==> config.mk <==
export PLATFORM = sky130hd
export DESIGN_NAME = game_timer
export DESIGN_NICKNAME = d
export VERILOG_FILES = /design/src/rtl/game_pkg.sv /design/src/rtl/game_timer_bcd_digit_counter.sv /design/src/rtl/game_timer.sv
export SDC_FILE = /design/constraint.sdc
export NUM_CORES = 1
export LEC_CHECK = 0
export CAP_MARGIN = 20
export CORE_ASPECT_RATIO = 1.1
export CORE_MARGIN = 1
export CORE_UTILIZATION = 37
export DETAILED_ROUTE_END_ITERATION = 7
export GPL_ROUTABILITY_DRIVEN = 0
export GPL_TIMING_DRIVEN = 0
export PLACE_DENSITY = 0.66
export REMOVE_ABC_BUFFERS = 1
export SYNTH_ARGS = -nofsm -noshare
export SYNTH_HDL_FRONTEND = slang
export SYNTH_SLANG_ARGS = --single-unit
==> constraint.sdc <==
create_clock -name clk -period 3.6 [get_ports clk]
set_clock_uncertainty 0.1 [all_clocks]
set_input_delay 0.72 -clock clk [delete_from_list [all_inputs] [get_ports clk]]
set_output_delay 0.72 -clock clk [all_outputs]
set_load 0.01 [all_outputs]
==> src/rtl/game_pkg.sv <==
// Shared game constants and the timer state encoding; also imported by the score block.
package game_pkg;

   typedef enum logic [1:0] {
      ST_IDLE    = 2'd0,
      ST_RUNNING = 2'd1,
      ST_PAUSED  = 2'd2,
      ST_STOPPED = 2'd3
   } game_state_e;

   localparam int TIMER_W          = 11;
   localparam int TIME_LIMIT       = 600;
   localparam int TIMER_MAX        = 2047;
   localparam int CLK_FREQ_DEFAULT = 50000000;

endpackage

==> src/rtl/game_timer_bcd_digit_counter.sv <==
// One BCD display digit counting modulo MODULUS; registered digit, combinational carry.
// Latency: digit updates on the edge after inc; no backpressure (inc is a single-cycle strobe).
module bcd_digit_counter #(
   parameter int MODULUS = 10
) (
   input  logic       clk,
   input  logic       reset,
   input  logic       clear,
   input  logic       inc,
   output logic [3:0] digit,
   output logic       carry
);

   logic [3:0] digit_q;
   logic [3:0] digit_d;
   logic       at_top;

   assign at_top = (digit_q == 4'(MODULUS - 1));
   // The carry feeds the next digit's inc on the same edge, so it cannot be registered.
   assign carry  = inc && at_top;
   assign digit  = digit_q;

   always_comb begin
      digit_d = digit_q;
      if (clear) begin
         digit_d = 4'd0;
      end else if (inc) begin
         digit_d = at_top ? 4'd0 : digit_q + 4'd1;
      end
   end

   always_ff @(posedge clk or posedge reset) begin
      if (reset) begin
         digit_q <= 4'd0;
      end else begin
         digit_q <= digit_d;
      end
   end

endmodule

==> src/rtl/game_timer.sv <==
// Game elapsed-seconds timer: prescaler, control FSM, saturating binary count and mm:ss BCD digits.
// Latency: all outputs registered, one edge after the controlling pulse; no backpressure.
module game_timer #(
   parameter int CLK_FREQ = game_pkg::CLK_FREQ_DEFAULT
) (
   input  logic        clk,
   input  logic        reset,
   input  logic        start,
   input  logic        pause,
   input  logic        resume,
   input  logic        stop,
   output logic [10:0] timer,
   output logic [3:0]  sec_ones,
   output logic [3:0]  sec_tens,
   output logic [3:0]  min_ones,
   output logic [3:0]  min_tens,
   output logic        running,
   output logic        second_tick,
   output logic        time_up
);

   import game_pkg::*;

   localparam int PW = (CLK_FREQ > 1) ? $clog2(CLK_FREQ) : 1;
   localparam logic [PW-1:0]      PRESC_LAST = PW'(CLK_FREQ - 1);
   localparam logic [TIMER_W-1:0] T_MAX      = TIMER_W'(TIMER_MAX);
   localparam logic [TIMER_W-1:0] T_PRE_UP   = TIMER_W'(TIME_LIMIT - 1);

   game_state_e        state_q, state_d;
   logic [PW-1:0]      presc_q, presc_d;
   logic [TIMER_W-1:0] timer_q, timer_d;
   logic               running_q, running_d;
   logic               second_tick_q, second_tick_d;
   logic               time_up_q, time_up_d;
   logic               digit_clear;
   logic               digit_inc;
   logic               c_sec_ones, c_sec_tens, c_min_ones, c_min_tens;

   always_comb begin
      state_d       = state_q;
      presc_d       = presc_q;
      timer_d       = timer_q;
      second_tick_d = 1'b0;
      time_up_d     = 1'b0;
      digit_clear   = 1'b0;
      digit_inc     = 1'b0;

      if (start) begin
         state_d     = ST_RUNNING;
         presc_d     = '0;
         timer_d     = '0;
         digit_clear = 1'b1;
      end else if (stop && (state_q == ST_RUNNING || state_q == ST_PAUSED)) begin
         state_d = ST_STOPPED;
      end else begin
         case (state_q)
            ST_RUNNING: begin
               if (pause) begin
                  state_d = ST_PAUSED;
               end else if (presc_q == PRESC_LAST) begin
                  presc_d = '0;
                  // Saturated: the prescaler keeps cycling but the second is not counted.
                  if (timer_q != T_MAX) begin
                     timer_d       = timer_q + 1'b1;
                     digit_inc     = 1'b1;
                     second_tick_d = 1'b1;
                     time_up_d     = (timer_q == T_PRE_UP);
                  end
               end else begin
                  presc_d = presc_q + 1'b1;
               end
            end
            ST_PAUSED: begin
               if (resume) begin
                  state_d = ST_RUNNING;
               end
            end
            default: ;
         endcase
      end

      running_d = (state_d == ST_RUNNING);
   end

   always_ff @(posedge clk or posedge reset) begin
      if (reset) begin
         state_q       <= ST_IDLE;
         presc_q       <= '0;
         timer_q       <= '0;
         running_q     <= 1'b0;
         second_tick_q <= 1'b0;
         time_up_q     <= 1'b0;
      end else begin
         state_q       <= state_d;
         presc_q       <= presc_d;
         timer_q       <= timer_d;
         running_q     <= running_d;
         second_tick_q <= second_tick_d;
         time_up_q     <= time_up_d;
      end
   end

   bcd_digit_counter #(.MODULUS(10)) u_sec_ones (
      .clk   (clk),
      .reset (reset),
      .clear (digit_clear),
      .inc   (digit_inc),
      .digit (sec_ones),
      .carry (c_sec_ones)
   );

   bcd_digit_counter #(.MODULUS(6)) u_sec_tens (
      .clk   (clk),
      .reset (reset),
      .clear (digit_clear),
      .inc   (c_sec_ones),
      .digit (sec_tens),
      .carry (c_sec_tens)
   );

   bcd_digit_counter #(.MODULUS(10)) u_min_ones (
      .clk   (clk),
      .reset (reset),
      .clear (digit_clear),
      .inc   (c_sec_tens),
      .digit (min_ones),
      .carry (c_min_ones)
   );

   // Minutes tens never wraps in practice: the count saturates at 34:07.
   bcd_digit_counter #(.MODULUS(4)) u_min_tens (
      .clk   (clk),
      .reset (reset),
      .clear (digit_clear),
      .inc   (c_min_ones),
      .digit (min_tens),
      .carry (c_min_tens)
   );

   assign timer       = timer_q;
   assign running     = running_q;
   assign second_tick = second_tick_q;
   assign time_up     = time_up_q;

endmodule

======== Yosys cells after proc, flatten, opt, wreduce, memory -nomap -nowiden ========
Cells that the tools add are included.
W data, S select, Z words.
word-level totals
  register bits after elaboration ......... 58
  output and inout port bits .............. 30
  word-level logic and storage cells ...... 83
operators by class
  add/sub/neg operators ................... 6
  equal/unequal tests ..................... 12
  muxes and demuxes ....................... 41
  reductions and logical operators ........ 14
operators with widths
  cell                     number
  $mux W26                 5
  $mux W11                 6
  $mux W4                  12
  $add A26 B1 Y26 const B  1
  $eq A26 B26 Y1 const B   1
  $add A4 B1 Y4 const B    4
  $reduce_bool A2 Y1       7
  $mux W1                  13
  $add A11 B1 Y11 const B  1
  $eq A11 B10 Y1 const B   1
  $ne A11 B11 Y1 const B   1
  $eq A4 B4 Y1 const B     2
  $mux W2                  4
  $reduce_and A5 Y1        1
  $eq A2 B1 Y1 const B     2
  $eq A4 B2 Y1 const B     1
  $eq A4 B3 Y1 const B     1
  $logic_and A1 B1 Y1      4
  $ne A2 B2 Y1 const B     2
  $pmux W2 S2              1
  $reduce_and A3 Y1        1
  $eq A2 B2 Y1 const B     1
  $logic_or A1 B1 Y1       1

======== Logic depth before layout (Yosys ltp) ========
Gate-level depths: netlist (run 1).
  word-level depth ........................ 12
  gate-level depth with buffers ........... 9
  mapped depth without buffers ............ 7

======== By module ========
From an unflattened synthesis (run 1), not the netlist that was laid out.
second synthesis, totals
  cells, all modules ...................... 364
  area total of the unflattened synthesis .. 3311.9 um^2
modules (own cells, without submodules)
  module                               times used  cells an instance  area an instance (um^2)  sequential area each (um^2)
  game_timer                           1           263                2374.8                   1051.0
  bcd_digit_counter at u_min_ones ...  2           27                 244.0                    100.1
  bcd_digit_counter at u_sec_tens      1           26                 231.5                    100.1
  bcd_digit_counter at u_min_tens      1           21                 217.7                    100.1

======== Least setup slack after synthesis (run 1) ========
No wires, ideal clock.
  kind .................................... flip-flop to flip-flop
  start point ............................. reg presc_q[11]
  end point ............................... reg u_sec_tens.digit_q[0], in the netlist u_sec_tens.digit[0]
  setup time .............................. 0.078 ns
  arrival time ............................ 2.570 ns
  setup slack ............................. 0.852 ns
  cell stages (with the launch flop) ...... 7
  path buffers ............................ 1
  period minus slack after synthesis ...... 2.748 ns
  cells stage by stage .................... dfrtp_1 > or4b_1 > or3_4 > or4b_4 > buf_6 > or4_1 > a21oi_1
on the way
  word-level cells in the longest chain between the ends .. 8
ends and longest elaborated chain
  item                          line                                text
  start: declaration            game_timer.sv:30                    logic [PW-1:0] presc_q, presc_d;
  start signal: assignment      game_timer.sv:95                    presc_q <= presc_d;
  $eq A26 B26 Y1                game_timer.sv:60                    end else if (presc_q == PRESC_LAST) begin
  $mux W1                       game_timer.sv:60
  $mux W1                       game_timer.sv:58                    if (pause) begin
  $mux W1                       game_timer.sv:56                    case (state_q)
  $mux W1                       game_timer.sv:53                    end else if (stop && (state_q == ST_RUNNING || state_q == ST_PAUSED)) begin
  $mux W1                       game_timer.sv:48                    if (start) begin
  $logic_and A1 B1 Y1           game_timer_bcd_digit_counter.sv:20  assign carry = inc && at_top;
  $reduce_bool A2 Y1 (no line)  --
  end signal: assignment        game_timer_bcd_digit_counter.sv:36  digit_q <= digit_d;
  end: declaration              game_timer_bcd_digit_counter.sv:14  logic [3:0] digit_q;
No other way between the ends.
A chain may end at the register's enable or synchronous reset.

======== Worst setup path in the final report (run 1) ========
  start point ............................. in pause
  end point ............................... reg u_sec_tens.digit_q[1], in the netlist u_sec_tens.digit[1]
on the way
  word-level cells in the longest chain between the ends .. 6
ends and longest elaborated chain
  item                          line                                text
  start: declaration            game_timer.sv:9                     input logic pause,
  $mux W1                       game_timer.sv:58
  $mux W1                       game_timer.sv:56
  $mux W1                       game_timer.sv:53
  $mux W1                       game_timer.sv:48
  $logic_and A1 B1 Y1           game_timer_bcd_digit_counter.sv:20
  $reduce_bool A2 Y1 (no line)  --
No other way between the ends.

==> results of run 1 <==
[state kept, by name (all words and copies together) (netlist names)]
signal,flops
u_min_tens.digit,4
running,1
timer,11
second_tick,1
presc_q,26
u_sec_ones.digit,4
u_sec_tens.digit,4
time_up,1
state_q,2
u_min_ones.digit,4
[worst register-to-register path, stage by stage (launching register included)]
cell     delay, ps
dfrtp_1        420
ha_1           210
nand3_1        260
or4_4          520
o21ai_1        600
and2_1         710
nor2_1         130
[logic make-up after synthesis]
| family | count (synthesis) | share of synthesized area |
|---|---|---|
| AND/OR/NAND/NOR | 163 | 0.292 |
| AO/OA/AOI/OAI | 69 | 0.129 |
| flip-flops | 58 | 0.446 |
| buffers and inverters | 29 | 0.0358 |
| XOR/XNOR | 20 | 0.0539 |
| adder cells (fa/ha/maj) | 11 | 0.0423 |
[per-layer routing]
layer	track usage	up-vias	wire length, µm
li1	-	1358	-
met1	0.231	1394	3490
met2	0.298	58	3640
met3	0.0394	12	236
met4	0.0684	0	118
met5	0	-	0
[per-stage QoR]
stage | hold slack [ps] | cell area [µm²] | util | setup WS [ps] | setup TNS, ps
3_5_place_dp | 428 | 3720 | 0.441 | 82.9 | 0
3_3_place_gp | 425 | 3680 | 0.435 | -242 | -4670
5_1_grt | 480 | 3940 | 0.466 | 211 | 0
6_report | 438 | 3940 | 0.466 | 416 | 0
2_1_floorplan | 395 | 3190 | - | 805 | 0
4_1_cts | 446 | 3940 | 0.466 | 223 | 0
[cell type report]
| type | count | share of cell area |
|---|---|---|
| Tap cell | 111 | 0.0352 |
| Inverter | 14 | 0.0133 |
| Clock inverter | 7 | 0.0238 |
| Timing Repair Buffer | 37 | 0.101 |
| Sequential cell | 58 | 0.368 |
| Multi-Input combinational cell | 263 | 0.427 |
| Clock buffer | 9 | 0.0314 |
[worst max path at each step]
stage | depth (start not counted) | slack, ps | endpoint | start
2_1_floorplan | 5 | 810 | presc_q[10]$_DFFE_PP0P_ | presc_q[11]$_DFFE_PP0P_
3_3_place_gp | 5 | -240 | presc_q[14]$_DFFE_PP0P_ | start
3_5_place_dp | 6 | 80 | u_min_tens.digit[3]$_DFFE_PP0P_ | pause
4_1_cts | 6 | 220 | presc_q[9]$_DFFE_PP0P_ | presc_q[0]$_DFFE_PP0P_
5_1_grt | 6 | 210 | u_sec_tens.digit[0]$_DFFE_PP0P_ | pause
6_report | 6 | 420 | u_sec_tens.digit[1]$_DFFE_PP0P_ | pause
[power by group through the flow]
stage	logic, mW	clock network (mW)	registers, mW
6_report	0.206	0.668	0.690
5_1_grt	0.234	0.715	0.693
3_3_place_gp	0.191	0	0.701
3_5_place_dp	0.208	0	0.702
2_1_floorplan	0.131	0	0.702
4_1_cts	0.208	0.684	0.689
[cell usage in the layout, fill, tap and decap left out, types with 2 or more instances in the layout]
cell	n
o21ai_0	13
nand2_1	22
nor4b_1	2
clkinv_2	2
a21o_1	2
clkbuf_8	9
nand3_1	19
xor2_1	9
or2_2	2
or4b_2	2
nor3b_1	4
or3_1	10
inv_1	13
bufinv_16	2
nor4_1	6
o311ai_0	2
clkinvlp_4	2
nor2_1	31
and3b_1	3
and3_1	3
or4_1	9
nand2b_1	2
and4_1	5
o21a_1	3
a31oi_1	2
ha_1	11
a21oi_1	29
o22a_1	2
o31ai_1	10
clkdlybuf4s50_1	35
nor3_1	12
dfrtp_1	58
nor2b_1	3
nand4_1	14
xnor2_1	11
nand4b_1	5
==> flow_summary.ini, run 1 <==
[grt]
globalRoute.totalOverflow = 0
grt_antenna_before_repair = 0
first_global_vias = 2684
track_usage = 0.180
first_pass_grt_wire_length_um = 13100
grt_start_max_net_pins = 31

[power_and_ir_drop]
power_mw = 1.56
p_comb_frac = 0.132
clockPowerShare = 0.427
power.switching_fraction = 0.273
internal_power_contribution_mw = 1.14
power.density_nw_per_um2 = 397
seq_power_share = 0.441
cellLeakagePower_nw = 1.52
switching_power_mw = 0.428
vdd_drop_max_v = 0.000192

[finish]
drive_above_1_share = 0.0696
areaGrowthSynthToFinish_pct = 21.2
layout.nets = 400
sequential_cell_area_um2 = 1450
finish.cell_count_without_fillers = 499
multi_input_comb_area_um2 = 1680
antenna_cells = 0
n_fill_cell = 831

[routing]
vias = 2822
finalWirelength_um = 7490
drt_pre_antenna_iters = 4
detailedRoute.firstIterationViolations = 103
detailed_route_vias_per_instance = 5.66
detail_route.wl_per_cell_um = 15.0
residual_drc_count = 0
final_antenna_net_count = 0

[placement]
dp.final_hpwl_um = 5170
placedCellCount = 483
numPortBuffers = 35

[clock_network]
numClockSinks = 58
path_clk_slew_ps = 60
cts-resized-gates = 0
insertion_delay_ps = 350
h-tree-depth = 3
cts_inserted_buffers = 9
cts_setup_buffers = 0
tritoncts = built
postCtsHoldBufs = 0
cts_root_buffer = clkbuf_8
largest_buffer_count_on_any_clock_path = 2

[synth]
mappedNetlistArea_um2 = 3250
synthDominantCellAreaShare = 0.446
synthDistinctLibCells = 47
synth_enable_flop_cells = 0
post-synth-top-count-cell = dfrtp_1
synth.avg_cell_area_um2 = 9.29
synth-seq-cells = 58
synthesis.yosys.warnings = 0
synth_common_cells = 58 x dfrtp_1, 31 x nor2_1, 29 x a21oi_1
ys_top_cells_by_area = dfrtp_1 45%, a21oi_1 4.5%, ha_1 4.2%
syn_inst = 350
synth_async_sr_flop_share = 1.00
synth_top_cell_by_area = dfrtp_1
synth.yosys.seq_area_share = 0.446
synthFlopType = dfrtp_1

[timing]
grt_setup_unrepaired = false
post-route-period-util = 0.884
finalHoldViolations = 0
drv_slew = 0
period_minus_slack_ps = 3180
slew_headroom = 0.333
worst-slew-pin-transition_ps = 1000
report.final.setup_viol = 0
achievable-frequency_ghz = 0.314

[setup_path]
cp_max_fo = 30
critical_path.slowest_cell = or4b_4
worstReg2RegEnd = presc_q[19]$_DFFE_PP0P_
cp_slowest_stage_delay_ps = 800
timing.reg2reg.setup_slack_ps = 510
worstSetupPathType = input pin to flop
rr_startpoint = presc_q[0]$_DFFE_PP0P_
worstPathRequired_ps = 3770
timing.critical_path.max_delay_family = simple AND/OR/NAND/NOR gates
path_cells = clkdlybuf4s50_1, nor2b_1, nand2_1, or4b_4, or4_1, a21oi_1
critPathLaunchType = input pin
setup.worst_path.end_class = flop
worst_r2r_path_depth = 6
crit_buf_inv = 1
cp.arrival_ps = 3350

[status]
run_status = finished, final reports clean

[worst_hold_path]
timing.hold.worst.start = presc_q[22]$_DFFE_PP0P_
timing.hold.worst_endpoint = presc_q[22]$_DFFE_PP0P_
min-delay-path-class = flop to flop
hold-path-cell-count = 1

[die]
die-height_um = 100
fp.dieArea_um2 = 9160
die_width_um = 91.4
core_area_um2 = 8450
starting_utilization_of_the_core_area = 0.385
ioPinCount = 36
placementRows = 35

[flow_run]
drv.max_cap_violation_count = 0
No activity file was read; power rests on OpenSTA's default activity.
==> inputs of run 2 (changes only) <==
- ABC_AREA: unset -> 1
==> flow_summary.ini, run 2 <==
[status]
run_status = finished, final reports clean

[timing]
slew_headroom = 0.571
period_minus_slack_ps = 3130
report.final.setup_viol = 0
post-route-period-util = 0.871
grt_setup_unrepaired = false
finalHoldViolations = 0
achievable-frequency_ghz = 0.319
drv_slew = 0
worst-slew-pin-transition_ps = 642

[die]
ioPinCount = 36
fp.dieArea_um2 = 9840
die-height_um = 104
starting_utilization_of_the_core_area = 0.388
core_area_um2 = 9010
die_width_um = 94.7
placementRows = 36

[synth]
synth_common_cells = 95 x nand2_1, 58 x dfrtp_1, 56 x nor2_1
ys_top_cells_by_area = dfrtp_1 42%, nand2_1 10%, nand3_1 6.2%
synth_top_cell_by_area = dfrtp_1
synthDominantCellAreaShare = 0.415
syn_inst = 461
post-synth-top-count-cell = nand2_1
synth-seq-cells = 58
synth.yosys.seq_area_share = 0.415
synthesis.yosys.warnings = 0
synthDistinctLibCells = 40
synth.avg_cell_area_um2 = 7.59
mappedNetlistArea_um2 = 3500
synth_async_sr_flop_share = 1.00
synth_enable_flop_cells = 0
synthFlopType = dfrtp_1

[routing]
finalWirelength_um = 7860
detailed_route_vias_per_instance = 5.06
drt_pre_antenna_iters = 4
detail_route.wl_per_cell_um = 12.6
detailedRoute.firstIterationViolations = 160
vias = 3160
residual_drc_count = 0
final_antenna_net_count = 0

[setup_path]
worstPathRequired_ps = 3720
setup.worst_path.end_class = flop
cp_max_fo = 17
worstSetupPathType = input pin to flop
cp_slowest_stage_delay_ps = 880
cp.arrival_ps = 3260
path_cells = clkdlybuf4s50_1, clkinvlp_4, buf_4, nand2_2, clkinv_1, nor3_1, nand4_1, and3_1
critPathLaunchType = input pin
critical_path.slowest_cell = clkdlybuf4s50_1

[grt]
first_global_vias = 2913
globalRoute.totalOverflow = 0
grt_antenna_before_repair = 0
track_usage = 0.165
first_pass_grt_wire_length_um = 13100
grt_start_max_net_pins = 36

[power_and_ir_drop]
power_mw = 1.61
seq_power_share = 0.433
vdd_drop_max_v = 0.000166
switching_power_mw = 0.445
power.density_nw_per_um2 = 381
cellLeakagePower_nw = 1.87
clockPowerShare = 0.415
internal_power_contribution_mw = 1.17
p_comb_frac = 0.151
power.switching_fraction = 0.277

[placement]
numPortBuffers = 35
postPlaceCellArea_um2 = 3960
dp.final_hpwl_um = 5600

[clock_network]
insertion_delay_ps = 330
path_clk_slew_ps = 70
h-tree-depth = 3
tritoncts = built
postCtsHoldBufs = 0
largest_buffer_count_on_any_clock_path = 2
cts_root_buffer = clkbuf_8
cts_inserted_buffers = 9
numClockSinks = 58

[finish]
areaGrowthSynthToFinish_pct = 20.9
antenna_cells = 0
largest_reg_flops = 26
layout.cells.most_common_list = 95 x nand2_1, 58 x dfrtp_1, 56 x nor2_1
drive_above_1_share = 0.0980
layout.nets = 522
layout.cells.most_common = nand2_1
finish.instance_area_um2 = 4230
top_register_by_number_of_flip_flops = presc_q

[worst_hold_path]
min-delay-path-class = flop to flop

[flow_run]
drv.max_cap_violation_count = 0
run 2: cell types whose count changed after synthesis, moves of 7 or more:
cell / previous run / this run
o31ai_1: 10 / 1
clkbuf_1: 14 / 1
or3_1: 10 / 0
nor2_1: 31 / 56
nor3_1: 12 / 19
nand3_1: 19 / 43
nand2_1: 22 / 95
xnor2_1: 11 / 4
inv_1: 14 / 51
or4_1: 9 / 0
a21oi_1: 29 / 13
run 2: per-layer routing:
layer	GRT usage	up-vias	routed length [µm]	part of all wire
li1	-	1607	-	-
met1	0.210	1486	3640	0.46
met2	0.277	61	3810	0.48
met3	0.0351	6	328	0.042
met4	0.0455	0	79	0.010
met5	0	-	0	0
run 2: through the flow:
| step | util | setup slack, ps | instances | hold WS [ps] | TNS (ps) |
|---|---|---|---|---|---|
| final | 0.469 | 465 | 624 | 424 | 0 |
| after global routing | 0.469 | 244 | 624 | 436 | 0 |
| after CTS | 0.464 | 102 | 618 | 423 | 0 |
| after detailed placement | 0.440 | -239 | 602 | 402 | -1570 |
| after global placement | 0.438 | -276 | 601 | 394 | -2040 |
| after floorplan | - | 1330 | 452 | 375 | 0 |
run 2: path summary, 6_finish.rpt:
path	startpoint	end	slack, ps	depth (start not counted)
setup / recovery	start	presc_q[15]$_DFFE_PP0P_	470	8
hold / removal	presc_q[1]$_DFFE_PP0P_	presc_q[1]$_DFFE_PP0P_	420	2
setup reg to reg	state_q[0]$_DFF_PP0_	presc_q[15]$_DFFE_PP0P_	1040	10
hold reg to reg	presc_q[1]$_DFFE_PP0P_	presc_q[1]$_DFFE_PP0P_	420	2
max in group asynchronous	reset	presc_q[6]$_DFFE_PP0P_	2170	3
min in group asynchronous	reset	timer[5]$_DFFE_PP0P_	650	2
run 2: layout make-up:
class / instances / area [µm²]
fill: 868 / 4780
multi-input combinational: 338 / 1790
sequential: 58 / 1450
timing repair buffer: 41 / 408
inverter: 56 / 214
tap: 114 / 143
clock buffer: 11 / 141
clock inverter: 5 / 77.6
timing repair inverter: 1 / 5.00
run 2: what timing repair did:
action,4_1_cts,5_1_grt
hold endpoints to repair,0,0
endpoints found under the setup margin,0,14
setup buffers,0,5
gates resized for setup,0,1
run 2: worst max-delay path, delay by kind of cell:
kind          cells  cell delay, ps
buf+inv           4            1610
simple gates      4             910
run 2: logic make-up (layout without fill, tap and decap cells):
group / after synthesis / count (layout) / share of synthesized area
and+or+nand+nor: 261 / 261 / 0.351
buffers and inverters: 65 / 114 / 0.0733
DFF: 58 / 58 / 0.415
AOI/OAI and AO/OA: 48 / 48 / 0.0751
xor gates and xnor gates: 16 / 16 / 0.0401
adders and majority gates: 11 / 11 / 0.0394
muxes: 2 / 2 / 0.00572
run 2: power groups by stage:
| stage | Sequential [mW] | Clock (mW) | Combinational [mW] |
|---|---|---|---|
| after detailed placement | 0.708 | 0 | 0.239 |
| final | 0.698 | 0.669 | 0.244 |
| after floorplan | 0.709 | 0 | 0.161 |
| after global routing | 0.702 | 0.720 | 0.281 |
| after global placement | 0.708 | 0 | 0.227 |
| after CTS | 0.697 | 0.689 | 0.240 |
